**src/rtl/water_tank_controller.sv**
```systemverilog
// Tank emptying sequencer: round-robin sprinkler/dripper grants draining a 3-bit level,
// with forced or requested refill cycles, all paced by an external tick enable.
module water_tank_controller #(
  parameter int SPRINKLER_TICKS = 2,
  parameter int DRIPPER_TICKS   = 4,
  parameter int REFILL_TICKS    = 1
) (
  input  logic       clock,
  input  logic       reset,
  input  logic       tick,
  input  logic       sprinkler_req,
  input  logic       dripper_req,
  input  logic       refill_req,
  output logic [2:0] water_level,
  output logic       sprinkler_on,
  output logic       dripper_on,
  output logic       refill_on,
  output logic       tank_full,
  output logic       tank_empty
);

  typedef enum logic [1:0] {IDLE, SPRINKLE, DRIP, REFILL} state_t;

  localparam logic [3:0] SPR_LAST = 4'(SPRINKLER_TICKS - 1);
  localparam logic [3:0] DRP_LAST = 4'(DRIPPER_TICKS - 1);
  localparam logic [3:0] REF_LAST = 4'(REFILL_TICKS - 1);
  localparam logic GRANT_SPR = 1'b0;
  localparam logic GRANT_DRP = 1'b1;

  state_t     state, state_n;
  logic [3:0] count, count_n;
  logic [2:0] level_n;
  logic       last_grant, last_grant_n;
  logic       own_req;
  logic [3:0] drain_last;

  assign own_req    = (state == DRIP) ? dripper_req : sprinkler_req;
  assign drain_last = (state == DRIP) ? DRP_LAST : SPR_LAST;

  always_comb begin
    state_n      = state;
    count_n      = count;
    level_n      = water_level;
    last_grant_n = last_grant;
    case (state)
      IDLE: begin
        if (water_level == 3'd7) begin
          state_n = REFILL;
        end else if (sprinkler_req && dripper_req) begin
          state_n = (last_grant == GRANT_DRP) ? SPRINKLE : DRIP;
        end else if (sprinkler_req) begin
          state_n = SPRINKLE;
        end else if (dripper_req) begin
          state_n = DRIP;
        end else if (refill_req && water_level != 3'd0) begin
          state_n = REFILL;
        end
        if (state_n == SPRINKLE) last_grant_n = GRANT_SPR;
        if (state_n == DRIP)     last_grant_n = GRANT_DRP;
      end
      SPRINKLE, DRIP: begin
        // a dropped request wins over a coincident tick
        if (!own_req) begin
          state_n = IDLE;
        end else if (tick) begin
          if (count == drain_last) begin
            count_n = 4'd0;
            if (water_level != 3'd7) level_n = water_level + 3'd1;
            if (water_level >= 3'd6) state_n = REFILL;
          end else begin
            count_n = count + 4'd1;
          end
        end
      end
      REFILL: begin
        if (water_level == 3'd0) begin
          state_n = IDLE;
        end else if (tick) begin
          if (count == REF_LAST) begin
            count_n = 4'd0;
            level_n = water_level - 3'd1;
            if (water_level == 3'd1) state_n = IDLE;
          end else begin
            count_n = count + 4'd1;
          end
        end
      end
      default: state_n = IDLE;
    endcase
    if (state_n != state) count_n = 4'd0;
  end

  always_ff @(posedge clock or posedge reset) begin
    if (reset) begin
      state        <= IDLE;
      count        <= 4'd0;
      last_grant   <= GRANT_DRP;
      water_level  <= 3'd0;
      sprinkler_on <= 1'b0;
      dripper_on   <= 1'b0;
      refill_on    <= 1'b0;
      tank_full    <= 1'b1;
      tank_empty   <= 1'b0;
    end else begin
      state        <= state_n;
      count        <= count_n;
      last_grant   <= last_grant_n;
      water_level  <= level_n;
      sprinkler_on <= (state_n == SPRINKLE);
      dripper_on   <= (state_n == DRIP);
      refill_on    <= (state_n == REFILL);
      tank_full    <= (level_n == 3'd0);
      tank_empty   <= (level_n == 3'd7);
    end
  end

endmodule
```
**config.mk**
```make
export PLATFORM = sky130hd
export DESIGN_NAME = water_tank_controller
export DESIGN_NICKNAME = d
export VERILOG_FILES = /design/src/rtl/water_tank_controller.sv
export SDC_FILE = /design/constraint.sdc
export NUM_CORES = 1
export LEC_CHECK = 0
export ABC_AREA = 1
export BUFFER_PORTS_ARGS = -buffer_cell sky130_fd_sc_hd__buf_2
export CAP_MARGIN = 20
export CORE_ASPECT_RATIO = 0.9
export CORE_MARGIN = 5
export CORE_UTILIZATION = 45
export DETAILED_ROUTE_END_ITERATION = 16
export HOLD_SLACK_MARGIN = 0.02
export PLACE_DENSITY_LB_ADDON = 0.2
export SYNTH_ARGS = -nofsm -noshare
export SYNTH_HDL_FRONTEND = slang
export SYNTH_SLANG_ARGS = --single-unit
```
**constraint.sdc**
```tcl
create_clock -name clock -period 2 [get_ports clock]
set_clock_uncertainty 0.15 [all_clocks]
set_input_delay 0.1 -clock clock [delete_from_list [all_inputs] [get_ports clock]]
set_output_delay 0.1 -clock clock [all_outputs]
set_load 0.01 [all_outputs]
```
==> flow_summary.json, run 1 <==
{
  "cts_tree": "built",
  "slew_violations": 0,
  "syn_area_per_cell_sq_um": 7.67,
  "clockBufferDepth": 2,
  "finalPower_w": 0.00265,
  "die-area_sq_um": 3830,
  "grt_pass1_vias": 1098,
  "via_count": 1148,
  "synth_cell_types": 25,
  "leakage_nw": 0.811,
  "grt_pass1_wl_um": 4850,
  "ys.flop_type": "dfrtp_1",
  "drive_gt1_frac": 0.462,
  "setup_viol": 0,
  "die_w_um": 64.7,
  "p_switching_w": 0.00135,
  "critPathCapture": "tank_empty",
  "r2r_cells": 12,
  "synthCells": 158,
  "period_needed_ns": 1.94,
  "holdPathStages": 7,
  "antenna_found_initial": 0,
  "hold_path.class": "input pin to flop",
  "grt_overflow_total": 0,
  "synth-seq-cells": 15,
  "antenna_cells": 0,
  "power_density_nw_per_um2": 1710,
  "routedWlPerCell_um": 13.9,
  "final_antenna_net_count": 0,
  "power_frac_clock": 0.074,
  "yosysTopAreaCellShare": 0.269,
  "cap_violations": 0,
  "areaGrowthSynthToFinish_pct": 28.2,
  "hold_violations": 0,
  "async_reset_ff_frac": 1.00,
  "vdd_drop_max_mv": 0.894,
  "swShare": 0.510,
  "routed_wl_um": 3100,
  "clk_pin_slew_ns": 0.10,
  "gp_congestion": 0.927,
  "cts.sinks": 15,
  "worst_hold_slack_ns": 0.203,
  "place_inst": 213,
  "netlist_top_cells_count": "nand2_1 (31), inv_1 (19), nand2_2 (15)",
  "start_util": 0.483,
  "drtPass1Iterations": 4,
  "grt_max_degree": 16,
  "r2r_end": "tank_empty",
  "fin_crit_sh": 0.968,
  "synth_area_leaders": "dfrtp_1 (27%), ha_1 (12%), nand2_1 (9.6%)",
  "r2r_slack_ns": 0.06,
  "die_y_um": 59.2,
  "post_dp_cell_area_sq_um": 1420,
  "root_buffer": "clkbuf_4",
  "synth_edf_count": 0,
  "nets": 214,
  "io-pin-count": 14,
  "crit_arrival_ns": 2.00,
  "yosysTopAreaCell": "dfrtp_1",
  "fmax_ghz": 0.517,
  "end_kind": "flop",
  "ys_seq_area_frac": 0.312,
  "p_int_w": 0.00130,
  "syn_nets": 176,
  "synth.most_common_cell": "nand2_1",
  "fin_tns_setup_ns": 0,
  "h-tree-depth": 1,
  "yosysWarnings": 0,
  "combPwrFrac": 0.736,
  "final_cells": 223,
  "timing.rr.start": "state[1]",
  "hpwlAfterDp_um": 2340,
  "start_kind": "flop",
  "clk_latency_ns": 0.31,
  "fillerInstances": 227,
  "io_buffers": 13,
  "worstSetupPathType": "flop to flop",
  "worstMarginPinSlew_ns": 0.578,
  "rows": 17,
  "rsz0062_at_grt": "yes",
  "fin_area_sq_um": 1550,
  "numCtsBuffers": 3,
  "outcome": "finished, final reports clean",
  "netlist_area_sq_um": 1210,
  "cp.required_ns": 2.06,
  "drcViolationCount": 0,
  "core_sq_um": 2510,
  "slew_headroom": 0.614,
  "viasPerCell": 5.15,
  "crit_start": "state[1]",
  "pwr-share-seq": 0.190,
  "drtIter0Drc": 43,
  "critPathMaxFanout": 5,
  "grt_usage": 0.164
}
==> worst min-delay path by stage <==
stage                     from         end  slack, ns
finish              refill_req  last_grant       0.20
global route        refill_req  last_grant       0.26
CTS                 refill_req  last_grant       0.21
detailed placement       reset  dripper_on       0.04
global placement         reset  dripper_on       0.03
floorplan                reset    count[0]      -0.15
==> cell type report <==
class / instances / area [sq um] / share of cell area
Multi-Input combinational cell: 118 / 791 / 0.509
Tap cell: 28 / 35.0 / 0.0226
Clock buffer: 3 / 22.5 / 0.0145
Inverter: 25 / 98.8 / 0.0637
Timing Repair Buffer: 33 / 218 / 0.140
Sequential cell: 15 / 380 / 0.245
Clock inverter: 1 / 7.51 / 0.00483
==> sequential cells by signal, indices dropped and copies added, names as in the netlist <==
name          flops
tank_empty        1
tank_full         1
count             4
sprinkler_on      1
refill_on         1
water_level       3
last_grant        1
dripper_on        1
state             2
==> metal layers <==
| layer | up-vias | wire length [um] | GRT usage |
|---|---|---|---|
| met5 | - | 0 | 0 |
| met4 | 0 | 42 | 0.0181 |
| met3 | 6 | 156 | 0.0531 |
| met2 | 29 | 1540 | 0.288 |
| met1 | 536 | 1350 | 0.203 |
| li1 | 577 | - | - |
==> cells by family after synthesis <==
family,share of synthesized area
simple gates,0.397
buf+inv,0.0796
compound gates,0.0734
flops,0.312
fa+ha+maj,0.124
xor+xnor,0.0145
==> power by group through the flow <==
stage               Clock (W)  Sequential (W)  Combinational (W)
CTS                  0.000196        0.000489            0.00176
global placement            0        0.000487            0.00167
detailed placement          0        0.000493            0.00172
finish               0.000197        0.000504            0.00195
floorplan                   0        0.000530            0.00109
global route         0.000212        0.000516            0.00216
==> what timing repair did <==
item | 4_1_cts | 5_1_grt
gates resized for setup | 1 | 19
endpoints found under the hold margin | 13 | 0
setup buffers | 2 | 3
setup endpoints to repair | 2 | 9
pin swaps | 0 | 11
hold buffers | 1 | 0
==> metrics by stage <==
stage | utilization | setup slack (ns)
floorplan | - | 0.159
global placement | 0.564 | -0.0561
detailed placement | 0.564 | -0.0739
CTS | 0.586 | 0.0624
global route | 0.619 | -0.0709
finish | 0.619 | 0.0645
==> worst max-delay path, stage by stage (launching register included) <==
cell	delay (ns)
dfrtp_2	0.46
ha_4	0.18
inv_4	0.04
nand2_2	0.07
o21ai_2	0.07
nor2_2	0.15
nand4_1	0.16
nand2_1	0.12
nand2_2	0.07
o21ai_1	0.13
nand2_1	0.11
nand2_1	0.09
nor2_2	0.03
==> layout by cell type (no fill, tap or decap), drive strengths merged <==
master and count:
buf 32, dlygate4sd3 1, dfrtp 13, a21oi 6, clkinvlp 1, nor2 16
nand4 8, dfstp 2, a22oi 1, clkbuf 3, a21boi 1, nand2 50
xor2 2, ha 12, nor3 1, nand3 12, or2 1, a31oi 1
o21ai 6, nand3b 1, inv 25
No activity file was read; power rests on OpenSTA's default activity.
==> inputs of run 2 (changes only) <==
CORE_UTILIZATION = 57   (was 45)
==> run 2 against run 1 <==
Design area down 1.3%. Die area down 18%. Global-route usage up 3.0 points. Non-clock buffer count down 4. Sequential cell count unchanged. First-iteration DRC count down 19%. Count of clock-buffer cells in the layout unchanged. Final cell count down 3.1%. Sequential power about the same. Combinational power about the same. Register-to-register slack about the same. Core utilization up 16 points.
==> flow_summary.json, run 2 (same netlist as run 1, synthesis figures left out) <==
{
  "drtPass1Iterations": 4,
  "regMostFlops": "count",
  "die_w_um": 58.6,
  "start_util": 0.615,
  "end_kind": "flop",
  "power_density_nw_per_um2": 1700,
  "leakage_nw": 0.801,
  "areaGrowthSynthToFinish_pct": 26.5,
  "gp_congestion": 0.943,
  "post-place-ws_ns": -0.0564,
  "largest_register_ffs": 4,
  "drive_gt1_frac": 0.445,
  "worst_slack_ns": 0.0549,
  "cp.required_ns": 2.07,
  "grt_pass1_vias": 1059,
  "hold_violations": 0,
  "cp_common_cell": "nand2_2",
  "clockBufferDepth": 2,
  "critPathCapture": "count[0]",
  "drtIter0Drc": 35,
  "cp_num_cells": 13,
  "period_needed_ns": 1.95,
  "cap_violations": 0,
  "grt_max_degree": 16,
  "routed_wl_um": 2920,
  "clk_latency_ns": 0.29,
  "antenna_found_initial": 0,
  "core_sq_um": 1970,
  "vdd_drop_max_mv": 1.07,
  "crit_family": "simple AND/OR/NAND/NOR gates",
  "final_antenna_net_count": 0,
  "routedWlPerCell_um": 13.5,
  "slew_headroom": 0.633,
  "clk_pin_slew_ns": 0.10,
  "top_regs": "count: 4 flops, water_level: 3 flops, state: 2 flops",
  "slew_violations": 0,
  "cts_tree": "built",
  "rows": 15,
  "timing.rr.start": "state[0]",
  "io_buffers": 13,
  "r2r_slack_ns": 0.05,
  "final_common_cell": "nand2_1",
  "cpPeakStageDelay_ns": 0.40,
  "viasPerCell": 5.25,
  "crit_slowest_cell": "dfrtp_1",
  "worstMarginPinSlew_ns": 0.549,
  "outcome": "finished, final reports clean",
  "r2r_end": "count[0]",
  "fmax_ghz": 0.514,
  "cts.sinks": 15,
  "hpwlAfterDp_um": 2170,
  "grt_overflow_total": 0,
  "via_count": 1135,
  "h-tree-depth": 1,
  "crit_start": "state[0]",
  "numCtsBuffers": 3,
  "die_y_um": 53.7,
  "critPathMaxFanout": 5,
  "fin_crit_sh": 0.973,
  "die-area_sq_um": 3150,
  "worstSetupPathType": "flop to flop",
  "nets": 210,
  "antenna_cells": 0,
  "io-pin-count": 14,
  "root_buffer": "clkbuf_4",
  "final_cell_mix": "nand2_1 (31), inv_1 (15), nand2_2 (15), buf_4 (15), buf_2 (13)",
  "cp_cell_sequence": "inv_2 > buf_4 > ha_4 > inv_1 > nor2_2 > nand2_1 > nand2_2 > nand2_4 > nand2_2 > nand2_2 > inv_2 > nand2_2 > a21oi_2",
  "setup_viol": 0,
  "cp_num_buf_inv": 4,
  "start_kind": "flop",
  "drcViolationCount": 0,
  "grt_pass1_wl_um": 4650,
  "r2r_cells": 13,
  "grt_usage": 0.194,
  "hold_path.class": "input pin to flop",
  "crit_arrival_ns": 2.02,
  "finalPower_w": 0.00261
}
-- run 2: where the power goes --
group / switching, W / internal (W)
sequential: 0.0000782 / 0.000425
clock: 0.000113 / 0.0000761
combinational: 0.00115 / 0.000764
total: 0.00134 / 0.00127
-- run 2: worst min path at each step --
stage                           from        endpoint  slack (ns)  depth (start not counted)
after floorplan                reset        count[0]       -0.15                          1
after global placement         reset    sprinkler_on        0.01                          2
after detailed placement       reset    sprinkler_on        0.02                          2
after CTS                 refill_req        state[0]        0.19                          7
after global routing            tick  water_level[0]        0.26                          7
final                     refill_req        state[0]        0.22                          7
-- run 2: what timing repair did --
item	in CTS	in global routing
pin swaps	0	4
endpoints found under the setup margin	5	9
buffers inserted	1	3
resized for setup	1	19
hold endpoints to repair	13	0
hold buffers	1	0
-- run 2: cell type report --
class | instances | area, sq um
timing repair buffer | 29 | 188
clock inverter | 1 | 7.51
clock buffer | 3 | 22.5
multi-input combinational | 118 | 807
sequential | 15 | 380
fill | 133 | 438
inverter | 25 | 96.3
tap | 25 | 31.3
-- run 2: per-layer routing --
metal	part of all wire	wire length [um]	track usage
met5	0	0	0
met4	0	0	0.0264
met3	0.058	168	0.0432
met2	0.49	1420	0.331
met1	0.46	1330	0.260
-- run 2: stage by stage --
stage	hold slack, ns	area (sq um)	setup TNS [ns]	util	std cells
floorplan	-0.150	1210	0	-	158
global placement	0.0142	1390	-0.0276	0.705	207
detailed placement	0.0199	1390	-0.0779	0.705	207
CTS	0.190	1440	0	0.730	213
global route	0.256	1530	-0.175	0.778	216
finish	0.218	1530	0	0.778	216
-- run 2: worst min-delay path: cells and delay by family --
family	cells	cell delay [ns]
AO/OA/AOI/OAI	1	0.06
buffers and inverters	2	0.18
AND/OR/NAND/NOR	4	0.28
